$ cat config.mk
export PLATFORM = sky130hd
export DESIGN_NAME = sram_port_arbiter
export DESIGN_NICKNAME = d
export VERILOG_FILES = /design/src/rtl/sram_port_arbiter.sv
export SDC_FILE = /design/constraint.sdc
export NUM_CORES = 1
export LEC_CHECK = 0
export ABC_AREA = 1
export BUFFER_PORTS_ARGS = -buffer_cell sky130_fd_sc_hd__buf_2
export CAP_MARGIN = 20
export CORE_AREA = 3 3 118 120
export CTS_CLUSTER_DIAMETER = 100
export CTS_CLUSTER_SIZE = 16
export DETAILED_ROUTE_END_ITERATION = 6
export DIE_AREA = 0 0 121 123
export SYNTH_ARGS = -nofsm -noshare
export SYNTH_HDL_FRONTEND = slang
export SYNTH_SLANG_ARGS = --single-unit
$ cat constraint.sdc
create_clock -name clk -period 1.4 [get_ports clk]
set_input_delay 0 -clock clk [delete_from_list [all_inputs] [get_ports clk]]
set_output_delay 0 -clock clk [all_outputs]
set_load 0.02 [all_outputs]
$ cat src/rtl/sram_port_arbiter.sv
// sram_port_arbiter: shares one 1-cycle-latency single-port SRAM between inst and data requesters.
// Data has priority with an inst starvation guard; define SRAM_ARB_PERF_EN to add perf counters.
module sram_port_arbiter #(
  parameter int ADDR_W       = 32,
  parameter int DATA_W       = 32,
  parameter int STARVE_LIMIT = 4
) (
  input  logic                clk,
  input  logic                rst,
  input  logic                inst_req,
  input  logic [DATA_W/8-1:0] inst_we,
  input  logic [ADDR_W-1:0]   inst_addr,
  input  logic [DATA_W-1:0]   inst_wdata,
  output logic                inst_gnt,
  output logic                inst_rvalid,
  output logic [DATA_W-1:0]   inst_rdata,
  input  logic                data_req,
  input  logic [DATA_W/8-1:0] data_we,
  input  logic [ADDR_W-1:0]   data_addr,
  input  logic [DATA_W-1:0]   data_wdata,
  output logic                data_gnt,
  output logic                data_rvalid,
  output logic [DATA_W-1:0]   data_rdata,
  output logic                sram_en,
  output logic [DATA_W/8-1:0] sram_we,
  output logic [ADDR_W-1:0]   sram_addr,
  output logic [DATA_W-1:0]   sram_wdata,
`ifdef SRAM_ARB_PERF_EN
  input  logic                perf_clr,
  output logic [31:0]         perf_inst_stall,
  output logic [31:0]         perf_data_acc,
`endif
  input  logic [DATA_W-1:0]   sram_rdata
);
  logic [3:0] starve_cnt;
  logic       resp_pend;
  logic       resp_owner;
  logic       inst_pri;
  always_comb begin
    inst_pri   = starve_cnt == 4'(STARVE_LIMIT);
    inst_gnt   = ~rst & inst_req & (~data_req | inst_pri);
    data_gnt   = ~rst & data_req & ~inst_gnt;
    sram_en    = inst_gnt | data_gnt;
    sram_we    = inst_gnt ? inst_we    : data_gnt ? data_we    : '0;
    sram_addr  = inst_gnt ? inst_addr  : data_gnt ? data_addr  : '0;
    sram_wdata = inst_gnt ? inst_wdata : data_gnt ? data_wdata : '0;
  end
  assign inst_rvalid = resp_pend & ~resp_owner;
  assign data_rvalid = resp_pend & resp_owner;
  assign inst_rdata  = sram_rdata;
  assign data_rdata  = sram_rdata;
  always_ff @(posedge clk or posedge rst) begin
    if (rst) begin
      starve_cnt <= '0;
      resp_pend  <= 1'b0;
      resp_owner <= 1'b0;
    end else begin
      starve_cnt <= (inst_req & ~inst_gnt) ? (inst_pri ? starve_cnt : starve_cnt + 4'd1) : 4'd0;
      resp_pend  <= sram_en & ~|sram_we;
      if (sram_en & ~|sram_we) resp_owner <= data_gnt;
    end
  end
`ifdef SRAM_ARB_PERF_EN
  always_ff @(posedge clk or posedge rst) begin
    if (rst) begin
      perf_inst_stall <= '0;
      perf_data_acc   <= '0;
    end else if (perf_clr) begin
      perf_inst_stall <= '0;
      perf_data_acc   <= '0;
    end else begin
      perf_inst_stall <= perf_inst_stall + 32'(inst_req & ~inst_gnt);
      perf_data_acc   <= perf_data_acc + 32'(data_gnt);
    end
  end
`endif
endmodule

Yosys cells after proc, flatten, opt, wreduce, memory -nomap -nowiden
Index checks and enable logic that the tools add are counted.

Register bits after elaboration: 6. Bits in latches: 0. Bits in writable memories: 0. Memory bits (read-only): 0. Memories: 0.

Add/sub/neg operators: 1. Multiply operators: 0. Div/mod/pow operators: 0. Order comparisons: 0. Eq/ne operators: 2. Shift-type cells: 0. Muxes and demuxes: 8. Bitwise gates (word level): 14. Reduce and logical (&&, ||, !) cells: 2.

Operators with widths (number): $mux 32 (4); $mux 4 (4); $and 1x1->1 (8); $add 4x1->4 const B (1); $eq 4x3->1 const B (1); $not 1->1 (4); $reduce_or 4->1 (1); $ne 2x2->1 const B (1); $or 1x1->1 (2); $logic_not 1->1 (1).

Depth between registers and ports, before layout
Depth after elaboration: 10. Gate-level depth with buffers: 12.

Least setup slack after synthesis
No wires, ideal clock.

Kind: flip-flop to flip-flop. Start point: reg starve_cnt[0]. End point: reg resp_owner. Arrival: 1.504 ns. Slack: -0.220 ns. Stages on the path, launching flop included: 13. Buffers on the path: 0. Period minus slack after synthesis: 1.620 ns. Path through: dfrtp_1 > inv_1 > ha_1 > nand3_4 > nand2_4 > nand2_4 > inv_2 > nand2_1 > nand2_1 > nor2_1 > nand2_1 > nand2_1 > nand2_1.

Cells in the longest elaborated chain, start to end: 10. Elaborated cells on any way between the ends: 11.

Ends and longest elaborated chain: start: declaration (line 35) `logic [3:0] starve_cnt;`; start signal: assignment (line 58) `starve_cnt <= (inst_req & ~inst_gnt) ? (inst_pri ? starve_cnt : starve_cnt + 4'd1) : 4'd0;`; $eq 4x3->1 (*) (line 40) `inst_pri = starve_cnt == 4'(STARVE_LIMIT);`; $or 1x1->1 (*) (line 41) `inst_gnt = ~rst & inst_req & (~data_req | inst_pri);`; $and 1x1->1 (*) (line 41); $not 1->1 (line 42) `data_gnt = ~rst & data_req & ~inst_gnt;`; $and 1x1->1 (line 42); $mux 4 (line 44) `sram_we = inst_gnt ? inst_we : data_gnt ? data_we : '0;`; $mux 4 (*) (line 44); via sram_we[1] (line 25) `output logic [DATA_W/8-1:0] sram_we,`; $reduce_or 4->1 (*) (line 60) `if (sram_en & ~|sram_we) resp_owner <= data_gnt;`; $logic_not 1->1 (*) (line 60); $and 1x1->1 (*) (line 60); end signal: assignment (line 60); end: declaration (line 37) `logic resp_owner;`.

The timed path passes the listed nets; every way through them passes the cells marked *. A chain may end at the register's enable or synchronous reset.

Worst setup path in the final report
Start point: reg starve_cnt[1]. End point: out sram_wdata[26].

Cells in the longest elaborated chain, start to end: 7.

Ends and longest elaborated chain: $eq 4x3->1 (*) (line 40); $or 1x1->1 (*) (line 41); $and 1x1->1 (*) (line 41); $not 1->1 (line 42); $and 1x1->1 (line 42); $mux 32 (line 46) `sram_wdata = inst_gnt ? inst_wdata : data_gnt ? data_wdata : '0;`; $mux 32 (*) (line 46); end: declaration (line 27) `output logic [DATA_W-1:0] sram_wdata,`.

Mark *: on every way between the ends. The rest lies on a longest branch, timed or not.

==> summary.txt <==
Status
  – Status: finished with violations
  – Violated checks: setup timing

GRT
  – Initial antenna violation count: 1
  – Global-route wire length before repair: 10230 um
  – Pin count of the biggest net entering global routing: 37
  – All-Layer GR Usage: 0.08681
  – Total gr overflow: 0
  – Met2 usage: 0.1400
  – GRT busiest layer: met2
  – Global Route met3 Usage: 0.03431
  – Met1 GRT Util: 0.1080
  – Vias in the first global route: between 2000 and 2500

Power and ir drop
  – PD cells: 575.0 mW/mm^2
  – Pwr Total: 1.857 mW
  – Lkg Pwr: 1.790 nW
  – Max VDD drop: approximately 530 uV

Timing
  – Max Slew Vio Count: 0
  – Slew HR: 0.8333
  – Final hold vios: 0
  – Final Critical Period: 1.779 ns
  – Clk_skew: 0.002801 ns
  – Final period util: 1.270
  – Final setup margin: -0.3786 ns
  – Unrepaired setup endpoints after global routing: true
  – Worst Max-Slew Pin Slew: 0.2491 ns
  – Final setup viols: slightly above 70
  – Fmax: between 500 and 600 MHz

Floorplan
  – # rows: 42
  – Die height: 123 um
  – Die extent in x: 121 um
  – Core area: 0.01309 mm^2
  – Die Area: 0.01488 mm^2
  – Initial Util: 0.1230
  – IO Count: 309

Synth
  – Synth Cell Area: 0.001609 mm^2
  – Syn nets: 375
  – Ys Warns: 0
  – Sequential cell area fraction in the yosys report: 0.09331
  – Synth Register Bits: 6
  – Synth unique cells: 19
  – Avg Inst Size Synth: 8.005 um^2
  – Mapped Cells: roughly 200

CTS
  – H-tree depth: 1
  – CTS root buffer: clkbuf_16
  – Skew-Pair Late Insertion Delay: 0.23 ns
  – CTS tree: yes
  – Maximum clock path buffer count: 2
  – CTS Sinks: 6
  – Reg clk slew, reported paths: 0.03 ns
  – Num CTS Buffers: 3

Final layout
  – Net count, final: between 500 and 600
  – Final Cell Area: ~0.0032 mm^2
  – Most frequent cells in the layout: buf_2, buf_6, a22o_1
  – Commonest non-fill, non-tap cell in the layout: buf_2
  – Finished Layout Cells: 540
  – Final Util: 0.2468
  – Layout area overhead: 100.7%
  – Share of layout cells above drive strength 1: 0.7857
  – Diode count: 0

Setup path
  – Crit-path slowest cell: dfrtp_1
  – Crit-path max cell delay: ~0.38 ns
  – R2r endpoint: resp_owner$_DFFE_PP0P_
  – Reg2reg start: starve_cnt[1]$_DFFE_PP0P_
  – R2R setup slack: -0.26 ns
  – Cell repeated most along the worst path: nand2_4
  – Worst Setup SP: starve_cnt[1]$_DFFE_PP0P_
  – Crit Path Class: flop to output port
  – Worst-path cell chain: inv_2 > ha_4 > nand3_4 > nand2_4 > nand2_4 > nand2_2 > inv_4 > clkbuf_16 > a22o_4 > buf_2
  – CP endpoint kind: output port
  – Worst r2r path cells: 13
  – CP required: 1.40 ns
  – CP max FO: 17
  – Crit path launch type: flop
  – Worst EP arrival: between 1.5 and 2 ns
  – CP endpoint: sram_wdata[26]

Drt
  – Number of antenna-violating nets in the routed design: 0
  – First-pass DRT Iterations: 6
  – Post-Route WL: 7917 um
  – Starting DRT DRC Count: 58
  – Remaining DRCs: 0
  – Vias: 2117
  – WL/cell: between 10 and 15 um
  – Via density per instance: between 3 and 4

Place
  – Gpl congestion: 0.7255
  – Number of instances in the placed design: 528
  – I/O Buffers: 212
  – Placed cell areas: 0.002710 mm^2
  – Dpl hpwl: 5820 um

Hold path
  – HP Class: input port to output port

Flow run
  – Max-Cap Viols: 0
-- routing by layer --
layer	routed length, um	vias to the layer above	share of wire
met4	114	0	0.014
li1	-	997	-
met2	3730	160	0.47
met3	998	14	0.13
met5	0	-	0
met1	3074	946	0.39
-- how the worst min path moves through the flow --
stage,endpoint,cells past startpoint,slack [ns],start
floorplan,resp_owner$_DFFE_PP0P_,1,-0.21,rst
global placement,resp_owner$_DFFE_PP0P_,2,-0.04,rst
detailed placement,resp_owner$_DFFE_PP0P_,2,-0.04,rst
CTS,data_rdata[15],0,0.0002,sram_rdata[15]
global route,data_rdata[22],0,0.00004,sram_rdata[22]
finish,inst_rdata[14],0,0.000009,sram_rdata[14]
-- final cells by class --
class | count | area, um^2
Clock buffer | 3 | 75.07
Inverter | 11 | 48.80
Sequential cell | 6 | 150.1
Fill cell | 1416 | 9856
Timing Repair Buffer | 238 | 1653
Multi-Input combinational cell | 106 | 1082
Tap cell | 176 | 220.2
-- flip-flops by register name (all words and copies together), names as in the netlist --
| name | cells |
|---|---|
| resp_owner | 1 |
| resp_pend | 1 |
| starve_cnt | 4 |
-- critical path: cells and delay by family (launching register included) --
family,cells,cell delay [ns]
DFF,1,0.38
AOI/OAI and AO/OA,1,0.22
and+or+nand+nor,4,0.31
buffers and inverters,4,0.48
adders and majority gates,1,0.14
-- per-stage QoR --
| stage | setup WS [ns] | setup TNS, ns | hold WS, ns |
|---|---|---|---|
| 3_5_place_dp | -0.1709 | -8.902 | -0.03862 |
| 3_3_place_gp | -0.1395 | -6.778 | -0.03719 |
| 6_report | -0.3786 | -23.76 | 0.000009019 |
| 5_1_grt | -0.4687 | -30.30 | 0.00004426 |
| 2_1_floorplan | -0.06434 | -3.099 | -0.2090 |
| 4_1_cts | -0.3811 | -24.07 | 0.0002001 |
-- cells in the mapped netlist --
| cell type | number | area (um^2) |
|---|---|---|
| nor2_1 | 7 | 26.28 |
| buf_6 | 11 | 123.9 |
| buf_4 | 64 | 480.5 |
| o31ai_1 | 1 | 7.510 |
| dfrtp_1 | 6 | 150.1 |
| xnor2_1 | 1 | 8.760 |
| a22o_1 | 64 | 560.5 |
| inv_2 | 2 | 7.510 |
| nand3_4 | 1 | 17.52 |
| nand2_2 | 1 | 6.260 |
| a211oi_1 | 1 | 7.510 |
| a21oi_1 | 3 | 15.01 |
| ha_1 | 2 | 25.02 |
| nand2_4 | 2 | 22.52 |
| buf_2 | 3 | 15.01 |
| inv_1 | 9 | 33.78 |
| nand4_1 | 2 | 12.51 |
| nand2_1 | 13 | 48.80 |
| nand3_1 | 8 | 40.04 |
-- kinds of logic (layout without fill, tap and decap cells) --
logic type               Yosys count  count (layout)  share of synthesized area
buffers and inverters             89             252                     0.4106
AO/OA/AOI/OAI                     69              69                     0.3670
AND/OR/NAND/NOR                   34              34                     0.1081
flip-flops                         6               6                    0.09331
adder cells (fa/ha/maj)            2               2                    0.01555
XOR/XNOR                           1               1                   0.005444
-- where the power goes --
part / total [mW] / internal, mW / switching [mW]
logic: 1.18 / 0.625 / 0.556
clock network: 0.466 / 0.367 / 0.0991
registers: 0.210 / 0.194 / 0.0165
-- timing repair --
action                                  4_1_cts  5_1_grt
hold endpoints to repair                      6        0
resized for setup                            96        7
cloned                                        2        1
buffers inserted                              3        2
pin swaps                                     0        1
endpoints found under the setup margin       72       74
hold buffers                                  1        0
(Power assumes the default switching activity.)
